--- src/rtl/run_control_pkg.sv ---
// Shared state encoding for the multi-channel run-state controller.
package run_control_pkg;

    localparam int STATE_W = 3;

    typedef enum logic [STATE_W-1:0] {
        ST_RESET = 3'd0,
        ST_IDLE  = 3'd1,
        ST_VETO  = 3'd2,
        ST_RUN   = 3'd3,
        ST_DRAIN = 3'd4
    } state_t;

    // States in which the frame-aligned write enables are allowed to be non-zero.
    function automatic logic is_open(input state_t s);
        return (s == ST_RUN) || (s == ST_DRAIN);
    endfunction

endpackage

--- src/rtl/run_control_mc_full_hysteresis.sv ---
// Per-channel prog-full hysteresis: the stall flag only follows prog_full after
// FULL_HOLD consecutive cycles of disagreement, so short full glitches are ignored.
module full_hysteresis #(
    parameter int FULL_HOLD = 50,
    parameter int FULL_W    = 10
) (
    input  logic i_clk,
    input  logic i_rst,
    input  logic i_prog_full,
    output logic o_stall,
    output logic o_rise
);

    localparam logic [FULL_W-1:0] HOLD_TC = FULL_W'(FULL_HOLD - 1);

    logic [FULL_W-1:0] r_cnt;
    logic              r_stall;
    logic              w_diff;
    logic              w_toggle;

    assign w_diff   = i_prog_full ^ r_stall;
    assign w_toggle = w_diff && (r_cnt >= HOLD_TC);

    // Count consecutive disagreement cycles; flip the stall flag on the last one.
    always_ff @(posedge i_clk or posedge i_rst) begin
        if (i_rst) begin
            r_cnt   <= '0;
            r_stall <= 1'b0;
        end else if (w_toggle) begin
            r_cnt   <= '0;
            r_stall <= ~r_stall;
        end else if (w_diff) begin
            r_cnt   <= r_cnt + FULL_W'(1);
        end else begin
            r_cnt   <= '0;
        end
    end

    assign o_stall = r_stall;
    // Strobes in the cycle whose edge sets the stall flag.
    assign o_rise  = w_toggle & ~r_stall;

endmodule

--- src/rtl/run_control_mc.sv ---
// Multi-channel run-state controller: command decode, post-start write veto,
// drain handling and frame-aligned per-channel FIFO write enables.
//
// state    | meaning
// ---------+-----------------------------------------------------------
// ST_RESET | after hard reset, waiting for the first command
// ST_IDLE  | stopped; write enables held low
// ST_VETO  | post-START settling window, writes vetoed
// ST_RUN   | running; channels open/close on their FRAME_END
// ST_DRAIN | stop requested; each channel closes at its next FRAME_END
module run_control_mc
    import run_control_pkg::*;
#(
    parameter int N_CH          = 4,
    parameter int VETO_CYCLES   = 4000,
    parameter int VETO_W        = 16,
    parameter int FULL_HOLD     = 50,
    parameter int FULL_W        = 10,
    parameter int DRAIN_TIMEOUT = 65535,
    parameter int DRAIN_W       = 16
) (
    input  logic                CLK,
    input  logic                RST,
    input  logic                START_PULSE,
    input  logic                STOP_PULSE,
    input  logic                INIT_PULSE,
    input  logic                SOFT_RST_PULSE,
    input  logic [N_CH-1:0]     CH_MASK,
    input  logic [N_CH-1:0]     FRAME_END,
    input  logic [N_CH-1:0]     FIFO_PROG_FULL,
    output logic [STATE_W-1:0]  STATE,
    output logic [N_CH-1:0]     FIFO_WR_EN,
    output logic                RST_SIG_PULSE,
    output logic                VETO_ACTIVE,
    output logic [N_CH-1:0]     FULL_STALL,
    output logic [N_CH-1:0]     OVERFLOW_STICKY
);

    localparam logic [VETO_W-1:0]  VETO_TC  = VETO_W'(VETO_CYCLES - 1);
    localparam logic [DRAIN_W-1:0] DRAIN_TC = DRAIN_W'(DRAIN_TIMEOUT - 1);

    state_t             r_state;
    state_t             w_state_nxt;
    logic [VETO_W-1:0]  r_veto_cnt;
    logic [VETO_W-1:0]  w_veto_cnt_nxt;
    logic [DRAIN_W-1:0] r_drain_cnt;
    logic [DRAIN_W-1:0] w_drain_cnt_nxt;
    logic [N_CH-1:0]    r_wr_en;
    logic [N_CH-1:0]    w_wr_en_nxt;
    logic [N_CH-1:0]    r_sticky;
    logic [N_CH-1:0]    w_sticky_nxt;
    logic               w_sticky_clr;
    logic               r_rst_pulse;
    logic               w_rst_pulse_nxt;
    logic [N_CH-1:0]    w_stall;
    logic [N_CH-1:0]    w_rise;
    logic [N_CH-1:0]    w_want;

    for (genvar g = 0; g < N_CH; g++) begin : g_hyst
        full_hysteresis #(
            .FULL_HOLD (FULL_HOLD),
            .FULL_W    (FULL_W)
        ) u_hyst (
            .i_clk       (CLK),
            .i_rst       (RST),
            .i_prog_full (FIFO_PROG_FULL[g]),
            .o_stall     (w_stall[g]),
            .o_rise      (w_rise[g])
        );
    end

    // State, counters and registered outputs.
    always_ff @(posedge CLK or posedge RST) begin
        if (RST) begin
            r_state     <= ST_RESET;
            r_veto_cnt  <= '0;
            r_drain_cnt <= '0;
            r_wr_en     <= '0;
            r_sticky    <= '0;
            r_rst_pulse <= 1'b0;
        end else begin
            r_state     <= w_state_nxt;
            r_veto_cnt  <= w_veto_cnt_nxt;
            r_drain_cnt <= w_drain_cnt_nxt;
            r_wr_en     <= w_wr_en_nxt;
            r_sticky    <= w_sticky_nxt;
            r_rst_pulse <= w_rst_pulse_nxt;
        end
    end

    // Prioritised command decode, timed exits and per-channel enable/sticky update.
    always_comb begin
        w_state_nxt     = r_state;
        w_veto_cnt_nxt  = r_veto_cnt;
        w_drain_cnt_nxt = r_drain_cnt;
        w_rst_pulse_nxt = 1'b0;
        w_sticky_clr    = 1'b0;

        if (START_PULSE) begin
            w_state_nxt     = ST_VETO;
            w_veto_cnt_nxt  = '0;
            w_rst_pulse_nxt = 1'b1;
            w_sticky_clr    = 1'b1;
        end else if (STOP_PULSE) begin
            w_state_nxt     = (r_state == ST_RUN) ? ST_DRAIN : ST_IDLE;
            w_drain_cnt_nxt = '0;
            w_rst_pulse_nxt = 1'b1;
        end else if (INIT_PULSE) begin
            w_state_nxt     = ST_IDLE;
            w_sticky_clr    = 1'b1;
        end else if (SOFT_RST_PULSE) begin
            w_state_nxt     = ST_IDLE;
            w_rst_pulse_nxt = 1'b1;
        end else begin
            case (r_state)
                ST_VETO: begin
                    if (r_veto_cnt >= VETO_TC) begin
                        w_state_nxt = ST_RUN;
                    end else begin
                        w_veto_cnt_nxt = r_veto_cnt + VETO_W'(1);
                    end
                end
                ST_DRAIN: begin
                    if ((r_wr_en == '0) || (r_drain_cnt >= DRAIN_TC)) begin
                        w_state_nxt = ST_IDLE;
                    end else if (r_drain_cnt != '1) begin
                        w_drain_cnt_nxt = r_drain_cnt + DRAIN_W'(1);
                    end
                end
                default: begin
                end
            endcase
        end

        // Frame-end update sees the pre-transition state; leaving RUN/DRAIN clears at once.
        w_want      = (r_state == ST_RUN) ? (CH_MASK & ~w_stall) : '0;
        w_wr_en_nxt = is_open(w_state_nxt) ? ((FRAME_END & w_want) | (~FRAME_END & r_wr_en)) : '0;

        w_sticky_nxt = w_sticky_clr ? '0 : (r_sticky | (w_rise & r_wr_en));
    end

    assign STATE           = r_state;
    assign FIFO_WR_EN      = r_wr_en;
    assign RST_SIG_PULSE   = r_rst_pulse;
    assign VETO_ACTIVE     = (r_state == ST_VETO);
    assign FULL_STALL      = w_stall;
    assign OVERFLOW_STICKY = r_sticky;

endmodule

--- config.mk ---
export PLATFORM = sky130hd
export DESIGN_NAME = run_control_mc
export DESIGN_NICKNAME = d
export VERILOG_FILES = /design/src/rtl/run_control_pkg.sv /design/src/rtl/run_control_mc_full_hysteresis.sv /design/src/rtl/run_control_mc.sv
export SDC_FILE = /design/constraint.sdc
export NUM_CORES = 1
export LEC_CHECK = 0
export ABC_AREA = 0
export CORE_ASPECT_RATIO = 0.7
export CORE_MARGIN = 10
export CORE_UTILIZATION = 45
export CTS_CLUSTER_DIAMETER = 150
export DETAILED_ROUTE_END_ITERATION = 6
export GPL_TIMING_DRIVEN = 0
export HOLD_SLACK_MARGIN = 0.03
export PLACE_DENSITY_LB_ADDON = 0.3
export SYNTH_ARGS = -nofsm -noshare
export SYNTH_HDL_FRONTEND = slang
export SYNTH_SLANG_ARGS = --single-unit
--- constraint.sdc ---
create_clock -name CLK -period 4.35 [get_ports CLK]
set_input_delay 0.435 -clock CLK [delete_from_list [all_inputs] [get_ports CLK]]
set_output_delay 0.435 -clock CLK [all_outputs]
set_load 0.01 [all_outputs]
# Yosys cells after proc, flatten, opt, wreduce, memory -nomap -nowiden
# Index checks and enable logic that the tools add are counted.
# Widths: inputs -> output; s select.
[totals]
inputBits = 18
word_cells = 110
out_inout_bits = 17
regBits = 88
[op_classes]
add_sub_neg = 6
n_eq_ne = 13
bitwise_logic = 21
reduce_logical = 12
order_cmp = 6
mux = 38
[op_table]
columns = ["cell", "count"]
rows = [
  ["$mux 16", 12],
  ["$mux 10", 8],
  ["$add 10x1->10 const B", 4],
  ["$ge 10x6->1 const B", 4],
  ["$add 16x1->16 const B", 2],
  ["$mux 3", 7],
  ["$and 4x4->4", 4],
  ["$ge 16x12->1 const B", 1],
  ["$ge 16x16->1 const B", 1],
  ["$ne 16x16->1 const B", 1],
  ["$ne 2x2->1 const B", 7],
  ["$mux 4", 3],
  ["$eq 3x2->1 const B", 3],
  ["$not 4->4", 2],
  ["$or 4x4->4", 2],
  ["$mux 1", 7],
  ["$eq 3x3->1 const B", 2],
  ["$pmux 3 s2", 1],
  ["$reduce_and 6->1", 1],
  ["$reduce_bool 2->1", 3],
  ["$not 1->1", 5],
  ["$reduce_and 5->1", 1],
  ["$and 1x1->1", 4],
  ["$logic_and 1x1->1", 4],
  ["3 further kinds", 7],
]

# Longest topological paths before layout
# Gate-level depths: netlist of run 1.
[depth]
word_depth = 11
mapped_depth = 7
mapped_depth_nobuf = 7

# Modules after synthesis
# Synthesis of run 1 repeated with hierarchy kept, for this count alone.
[unflattened]
hier_cells = 422
area_unflattened_um2 = 4535.6
[modules_own_cells]
columns = ["module", "n_inst", "cells_per_inst", "seq_area_each_um2", "area_each_um2"]
rows = [
  ["run_control_mc", 1, 266, 1101.1, 2523.7],
  ["full_hysteresis", 4, 39, 275.3, 503.0],
]

# Worst setup path after synthesis of run 1
# Ideal clock, no wire load.
[synth_path]
path_type = "reg-to-reg"
startpoint = "register r_state[0] (netlist: STATE[0])"
endpoint = "register r_drain_cnt[14]"
slack_ns = 2.146
setup_time_ns = 0.078
required_ns = 4.272
arrival_ns = 2.126
synth_period_minus_slack_ns = 2.204
path_buffers = 0
path_stages_with_launch = 6
path_cell_list = "dfrtp_1 -> or3b_4 -> o41a_1 -> a2111o_1 -> or3_1 -> a21oi_1"
[synth_via]
elab_chain_len = 3
[synth_lines]
columns = ["element", "line", "rtl"]
rows = [
  ["start: declaration", "run_control_mc.sv:42", "state_t r_state;"],
  ["start signal: assignment", "run_control_mc.sv:82", "r_state <= w_state_nxt;"],
  ["$eq 3x3->1", "run_control_mc.sv:115", "case (r_state)"],
  ["$reduce_bool 2->1 (no line)", "-", ""],
  ["$reduce_and 6->1 (no line)", "-", ""],
  ["end signal: assignment", "run_control_mc.sv:84", "r_drain_cnt <= w_drain_cnt_nxt;"],
  ["end: declaration", "run_control_mc.sv:46", "logic [DRAIN_W-1:0] r_drain_cnt;"],
]
# Every way passes these cells.
# A chain may end at the register's enable or synchronous reset.

# Worst setup path after layout of run 1
[layout_path]
startpoint = "input port SOFT_RST_PULSE"
endpoint = "register r_veto_cnt[10]"
[layout_via]
elab_chain_len = 2
[layout_lines]
columns = ["element", "line", "rtl"]
rows = [
  ["start: declaration", "run_control_mc.sv:27", "input logic SOFT_RST_PULSE,"],
  ["$ne 2x2->1 (no line)", "-", ""],
  ["$reduce_and 5->1 (no line)", "-", ""],
  ["end signal: assignment", "run_control_mc.sv:83", "r_veto_cnt <= w_veto_cnt_nxt;"],
  ["end: declaration", "run_control_mc.sv:44", "logic [VETO_W-1:0] r_veto_cnt;"],
]
# Every way passes these cells.

==> results of run 1 <==
==> state kept, by name, indices dropped and copies added (netlist names) <==
name / cells
r_veto_cnt: 16
RST_SIG_PULSE: 1
g_hyst.u_hyst.o_stall: 4
r_drain_cnt: 16
FIFO_WR_EN: 4
g_hyst.u_hyst.r_cnt: 40
STATE: 3
OVERFLOW_STICKY: 4
==> cells by family (layout without fill, tap and decap cells) <==
| group | Yosys count | after routing |
|---|---|---|
| simple gates | 174 | 174 |
| fa+ha+maj | 15 | 15 |
| compound gates | 71 | 71 |
| flops | 88 | 88 |
| xor+xnor | 24 | 24 |
| mux | 1 | 1 |
| other cells | 1 | 16 |
| buf+inv | 37 | 86 |
==> how the worst max path moves through the flow <==
stage                               from              to  slack [ps]
after floorplan                      RST   FIFO_WR_EN[0]        1640
after global placement               RST   r_veto_cnt[8]         270
after detailed placement  SOFT_RST_PULSE  r_veto_cnt[10]        1480
after CTS                 SOFT_RST_PULSE  r_veto_cnt[10]        1840
after global routing          INIT_PULSE  r_veto_cnt[10]        1550
final                     SOFT_RST_PULSE  r_veto_cnt[10]        1820
==> synthesized netlist by cell type, types with 2 or more instances <==
master / instances / area, µm²
and4_1: 5 / 43.8
nor2_1: 47 / 176
dfrtp_1: 88 / 2200
inv_1: 24 / 90.1
and2_1: 2 / 12.5
ha_1: 15 / 188
o211ai_1: 8 / 60.1
xnor2_1: 16 / 140
or2_2: 2 / 12.5
nor4_1: 12 / 75.1
nand3b_1: 2 / 15.0
and3_1: 9 / 56.3
a21o_1: 4 / 30.0
nand4_1: 11 / 68.8
nand3_1: 17 / 85.1
nand2_1: 24 / 90.1
nand2b_1: 11 / 68.8
buf_4: 4 / 30.0
o21ai_0: 14 / 70.1
o21a_1: 2 / 15.0
a41oi_1: 4 / 35.0
a31oi_1: 6 / 37.5
a21oi_1: 17 / 85.1
nor3_1: 8 / 40.0
nor4b_1: 7 / 61.3
o311ai_0: 3 / 26.3
or3_1: 7 / 43.8
nor2b_1: 5 / 31.3
a31o_2: 2 / 17.5
or4_1: 2 / 15.0
clkbuf_1: 8 / 30.0
xor2_1: 8 / 70.1
==> metrics by stage <==
stage                     total power [µW]  hold slack [ps]  util, %  cell area, µm²
final                                 1670              393     55.4            5030
after global routing                  1740              420     55.4            5030
after CTS                             1690              397     55.4            5030
after detailed placement               958              483     52.3            4740
after global placement                 952              480     52.0            4710
after floorplan                        907              462        -            4240
==> worst max-delay path, delay by kind of cell <==
family / cells / cell delay [ps]
compound gates: 2 / 350
simple gates: 3 / 1490
buf+inv: 1 / 480
==> per-layer routing <==
layer  global-route usage [%]  share of wire, %  vias to the layer above
li1                         -                 -                     1557
met1                     18.8                49                     1497
met2                     20.1                44                       76
met3                     5.33               5.6                       10
met4                     3.14               1.1                        0
met5                        0                 0                        -
==> area by class of cell <==
| cell class | instances | area (µm²) |
|---|---|---|
| Clock inverter | 5 | 40.0 |
| Clock buffer | 11 | 243 |
| Buffer | 13 | 63.8 |
| Multi-Input combinational cell | 301 | 1880 |
| Inverter | 24 | 92.6 |
| Sequential cell | 88 | 2200 |
| Tap cell | 124 | 155 |
| Timing Repair Buffer | 33 | 348 |
| Fill cell | 815 | 4040 |
==> power breakdown <==
group / switching, µW / internal [µW]
Sequential: 9.32 / 832
Clock: 325 / 407
Combinational: 58.0 / 42.0
==> results.toml, run 1 <==
[run_status]
outcome = "finished, final reports clean"

[clock_tree]
cts_made_buffers = 9
cts_num_sinks = 88
cts_resized = 0
clockBufferDepth = 2
clk_pin_slew_ps = 60
clock_latency_ps = 340
tritoncts = "yes"
cts_hold_buf = 0
h-tree-depth = 3
post-cts-setup-buffer-count = 0
clock-root-buffer = "clkbuf_16"

[synthesis]
synthAdderAreaFrac_pct = 4.49
synth_xor_area_share_pct = 5.03
yosysUniqueCellTypes = 49
synth_edf_count = 0
synth_top_family_by_area = "simple AND/OR/NAND/NOR gates"
muxShareOfSynthArea_pct = 0.239
synth-async-reset-ratio_pct = 100
synth-compound-area-share_pct = 11.8
syn_inst = 411
ys_warn_count = 0
yosysSeqAreaShare_pct = 52.6
synth-simple-area-share_pct = 22.0
syn_area_per_cell_um2 = 10.2
dominantRegCellSynth = "dfrtp_1"
ys_ff_latch = 88
syn_area_um2 = 4180

[floorplanning]
io_pins = 35
start_util_pct = 46.1
rows = 29
dieWidth_um = 135
core_um2 = 9070
die_h_um = 101
fp.dieArea_um2 = 13600

[route]
wl_per_cell_um = 14.7
drt_iter0_markers = 215
first_pass_iters = 4
vias = 3140
routed_wl_um = 8820
drc = 0
routed_via_density = 5.24
ant_nets = 0

[sta]
fin_setup_tns_ps = 0
setup_violations = 0
fin_skew_ps = 6.74
finalCritPeriodShare_pct = 58.3
final.min_clock_period_ps = 2530
hold_viol = 0
drv_slew = 0
tightest_slew_ps = 724
rsz0062_at_grt = "no"
final.setup.worst_slack_ps = 1820
slew_headroom_pct = 51.3
fmax_ghz = 0.395

[critical_path]
reg2reg_slack_ps = 1970
crit_slowest_cell = "nor3_1"
critPathRequiredTime_ps = 4580
r2r_start = "STATE[0]"
worst-r2r-cell-count = 5
max_stage_delay_ps = 630
cp_data_arrival_time_ps = 2760
path_max_fanout = 7
startpoint_type = "input port"
path_cells = "clkdlybuf4s50_1 -> nor3_1 -> nand2_1 -> nor3_1 -> a21oi_1 -> a31o_2"
r2r_end = "r_drain_cnt[14]"
critical_path.most_common_cell = "nor3_1"
crit_type = "input port to flop"
crit_path_end_kind = "flop"

[grt]
grt_pass1_vias = 3008
grt-ovfl-total = 0
grt_pass1_wl_um = 15100
grt_antenna_before_repair = 0
grt_max_degree = 71
grt_usage_pct = 13.7

[final_layout]
mostFrequentLayoutCells = "dfrtp_1 (88), nor2_1 (47), clkdlybuf4s50_1 (32)"
fin_nets = 503
fin_cells = 599
diodes = 0
final_common_cell = "dfrtp_1"
drive_gt1_share_pct = 5.68
area.growth.synth_to_final_pct = 20.2

[placed_design]
hpwl_um = 6440
pre_cts_ws_ps = 1480
dp_cells = 583
io_buffer_count = 32
place_congestion = 0.815

[flow_run]
cap_viol_max_count = 0

[power]
power_leakage_uw = 0.00212
p_per_area_nw_per_um2 = 333
ir_drop_v = 0.000217

[hold_path]
hold_path.class = "input port to asynchronous set/reset pin"
Power figures use the tool's default switching activity.
==> run 2: changes to the inputs <==
clock period = 2.6 ns   (was 4.35 ns; I/O delays follow)
==> results.toml, run 2 (synthesized netlist as in run 1, its figures left out) <==
[route]
routed_via_density = 5.21
ant_nets = 0
vias = 3122
drc = 0
first_pass_iters = 4
drt_iter0_markers = 217
wl_per_cell_um = 14.7
routed_wl_um = 8820

[final_layout]
fin_nets = 503
diodes = 0
fillCellCount = 813
largest_register_ffs = 40
reg_top3 = "g_hyst.u_hyst.r_cnt: 40 flops, r_drain_cnt: 16 flops, r_veto_cnt: 16 flops"
top_register = "g_hyst.u_hyst.r_cnt"
fin_util_pct = 55.5
mostFrequentLayoutCells = "dfrtp_1 (88), nor2_1 (47), clkdlybuf4s50_1 (32)"
drive_gt1_share_pct = 5.89
area.growth.synth_to_final_pct = 20.3
final_common_cell = "dfrtp_1"

[clock_tree]
clock-root-buffer = "clkbuf_16"
h-tree-depth = 3
clk_pin_slew_ps = 60
cts_num_sinks = 88
cts_made_buffers = 9
clockBufferDepth = 2
cts_hold_buf = 0
post-cts-setup-buffer-count = 0
clock_latency_ps = 340
tritoncts = "yes"

[hold_path]
hold_path.class = "input port to asynchronous set/reset pin"

[placed_design]
hpwl_um = 6440
place_congestion = 0.815
pre_cts_ws_ps = -97.2
io_buffer_count = 32

[power]
power_leakage_uw = 0.00212
power_uw = 2800
ir_drop_v = 0.000363
p_per_area_nw_per_um2 = 557

[critical_path]
startpoint_type = "flop"
crit_path_end_kind = "flop"
cp_data_arrival_time_ps = 2640
critPathRequiredTime_ps = 2860
crit_type = "flop to flop"
path_max_fanout = 9

[floorplanning]
start_util_pct = 46.1
core_um2 = 9070
io_pins = 35
dieWidth_um = 135
die_h_um = 101
fp.dieArea_um2 = 13600
rows = 29

[run_status]
outcome = "finished, final reports clean"

[sta]
setup_violations = 0
slew_headroom_pct = 54.3
tightest_slew_ps = 676
fmax_ghz = 0.421
fin_skew_ps = 6.93
drv_slew = 0
finalCritPeriodShare_pct = 91.3
final.setup.worst_slack_ps = 226
final.min_clock_period_ps = 2370
rsz0062_at_grt = "no"
hold_viol = 0

[grt]
grt-ovfl-total = 0
grt_pass1_wl_um = 15100
grt_usage_pct = 13.7
grt_antenna_before_repair = 0
grt_pass1_vias = 3008
grt_max_degree = 71

[flow_run]
cap_viol_max_count = 0
==> run 2: routing by layer <==
metal  GRT usage [%]  wire (µm)
met5               0          0
met4            3.14         99
met3            5.33        486
met2            20.1       3890
met1            18.8       4340
==> run 2: power breakdown <==
| part | switching (µW) | internal (µW) |
|---|---|---|
| Clock | 546 | 681 |
| Combinational | 97.5 | 70.4 |
| Sequential | 15.5 | 1390 |
| Total | 659 | 2140 |
==> run 2: cell type report <==
class                      instances  area (µm²)  share of cell area [%]
sequential                        88        2200                    43.8
clock inverter                     5        40.0                   0.796
buffer                            13        63.8                    1.27
inverter                          24        92.6                    1.84
clock buffer                      11         243                    4.82
multi-input combinational        301        1890                    37.5
tap                              124         155                    3.08
timing repair buffer              33         348                    6.91
==> run 2: worst paths after layout <==
kind / startpoint / to / slack (ps) / depth (start not counted)
max: STATE[0] / r_drain_cnt[14] / 230 / 5
min: RST / g_hyst[0].u_hyst.r_cnt[1] / 220 / 2
max reg2reg: STATE[0] / r_drain_cnt[14] / 230 / 5
min reg2reg: g_hyst[0].u_hyst.r_cnt[5] / g_hyst[0].u_hyst.r_cnt[5] / 500 / 2
max in group asynchronous: RST / r_veto_cnt[14] / 1770 / 3
min in group CLK: START_PULSE / STATE[1] / 420 / 2
==> run 2: repair_timing <==
action,CTS,global route
resized for setup,0,1
hold endpoints to repair,0,0
endpoints found under the setup margin,0,1
==> run 2: worst max-delay path: stages (launching register included) <==
cell and delay [ps]:
dfrtp_1 480, or3b_4 440, o41a_1 380, a2111o_1 460, or3_1 380, a21oi_1 140
==> run 2: stage by stage <==
| stage | hold WS [ps] | cells | setup TNS [ps] | cell area (µm²) |
|---|---|---|---|---|
| floorplan | 376 | 426 | 0 | 4240 |
| global placement | 480 | 582 | -114350 | 4710 |
| detailed placement | 483 | 583 | -164 | 4740 |
| CTS | 222 | 599 | 0 | 5030 |
| global route | 245 | 599 | 0 | 5030 |
| finish | 218 | 599 | 0 | 5030 |
==> run 3: changes to the inputs <==
CORE_UTILIZATION = 50   (was 45)
==> results.toml, run 3 (synthesized netlist as in run 1, its figures left out) <==
[clock_tree]
cts_made_buffers = 9
clockBufferDepth = 2
clock_latency_ps = 340
clock-root-buffer = "clkbuf_16"
cts_hold_buf = 0
clk_pin_slew_ps = 60
h-tree-depth = 3
tritoncts = "yes"
cts_num_sinks = 88

[power]
ir_drop_v = 0.000363
power_leakage_uw = 0.00211
p_per_area_nw_per_um2 = 552

[placed_design]
hpwl_um = 6070
place_congestion = 0.873
pre_cts_ws_ps = -95.8
dp_cells = 560
io_buffer_count = 32

[grt]
grt_use_met1_pct = 18.7
grt_pass1_wl_um = 14700
grt_usage_pct = 14.8
globalRouteMet3Util_pct = 5.22
grt_pass1_vias = 3056
top_usage_layer = "met2"
grt_max_degree = 48
grt_antenna_before_repair = 0
grt_use_met2_pct = 23.8
grt-ovfl-total = 0

[route]
drc = 0
routed_via_density = 5.43
first_pass_iters = 4
drt_iter0_markers = 224
ant_nets = 0
wl_per_cell_um = 14.7
routed_wl_um = 8440
vias = 3125

[sta]
setup_violations = 0
final.min_clock_period_ps = 2370
rsz0062_at_grt = "no"
hold_viol = 0
fin_setup_tns_ps = 0
drv_slew = 0
slew_headroom_pct = 54.4
final.setup.worst_slack_ps = 228
tightest_slew_ps = 678
finalCritPeriodShare_pct = 91.2
fmax_ghz = 0.422
fin_skew_ps = 9.14

[final_layout]
fin_cells = 575
fin_util_pct = 62.4
diodes = 0
fin_nets = 503
largest_register_ffs = 40
fillCellCount = 660
area.growth.synth_to_final_pct = 19.4
drive_gt1_share_pct = 6.12
final_common_cell = "dfrtp_1"
top_register = "g_hyst.u_hyst.r_cnt"
mostFrequentLayoutCells = "dfrtp_1 (88), nor2_1 (47), clkdlybuf4s50_1 (32)"
reg_top3 = "g_hyst.u_hyst.r_cnt: 40 flops, r_drain_cnt: 16 flops, r_veto_cnt: 16 flops"

[floorplanning]
dieWidth_um = 129
rows = 27
core_um2 = 8010
io_pins = 35
fp.dieArea_um2 = 12500
start_util_pct = 52.2
die_h_um = 96.5

[critical_path]
path_max_fanout = 9
crit_type = "flop to flop"
crit_path_end_kind = "flop"
startpoint_type = "flop"
critPathRequiredTime_ps = 2870
cp_data_arrival_time_ps = 2640

[run_status]
outcome = "finished, final reports clean"

[flow_run]
cap_viol_max_count = 0

[hold_path]
hold_path.class = "input port to asynchronous set/reset pin"
## run 3: cell types whose count changed in the layout (fill, tap and decap cells not counted), sizes merged
cell / delta
clkinv: +1
clkbuf: -2
## run 3: layer usage
| layer | wire, µm | vias to the layer above |
|---|---|---|
| met3 | 528 | 8 |
| met2 | 3840 | 55 |
| li1 | - | 1565 |
| met4 | 74 | 0 |
| met1 | 4000 | 1497 |
| met5 | 0 | - |
## run 3: final timing paths
path	from	to	slack, ps	cells past startpoint
max	STATE[0]	r_drain_cnt[14]	230	5
min	RST	g_hyst[0].u_hyst.o_stall	330	2
max reg2reg	STATE[0]	r_drain_cnt[14]	230	5
min reg2reg	g_hyst[0].u_hyst.r_cnt[5]	g_hyst[0].u_hyst.r_cnt[5]	500	2
max in group asynchronous	RST	r_veto_cnt[2]	1670	3
min in group CLK	START_PULSE	STATE[1]	430	2
## run 3: power by group
group / total [µW] / internal (µW) / switching [µW]
combinational: 166 / 70.3 / 96.1
sequential: 1410 / 1390 / 15.1
clock: 1180 / 646 / 538
## run 3: worst max-delay path: stages, from the launching register on
cell and delay (ps):
dfrtp_1 480, or3b_4 450, o41a_1 370, a2111o_1 470, or3_1 380, a21oi_1 140
## run 3: final cells by class
class                      instances  area [µm²]  share of cell area (%)
tap                              101         126                    2.53
multi-input combinational        301        1890                    37.9
clock buffer                       9         225                    4.51
buffer                            13        63.8                    1.28
sequential                        88        2200                    44.1
inverter                          24        92.6                    1.85
clock inverter                     6        45.0                   0.902
timing repair buffer              33         348                    6.96
## run 3: through the flow
stage | cell area (µm²) | hold slack, ps | total power [µW]
6_report | 4990 | 329 | 2760
5_1_grt | 4990 | 377 | 2870
4_1_cts | 4990 | 348 | 2790
3_5_place_dp | 4720 | 490 | 1600
3_3_place_gp | 4690 | 480 | 1590
2_1_floorplan | 4240 | 376 | 1520
## run 3: repair_timing
item	CTS	global route
setup endpoints to repair	0	3
resized for setup	0	2
buffers inserted	0	0
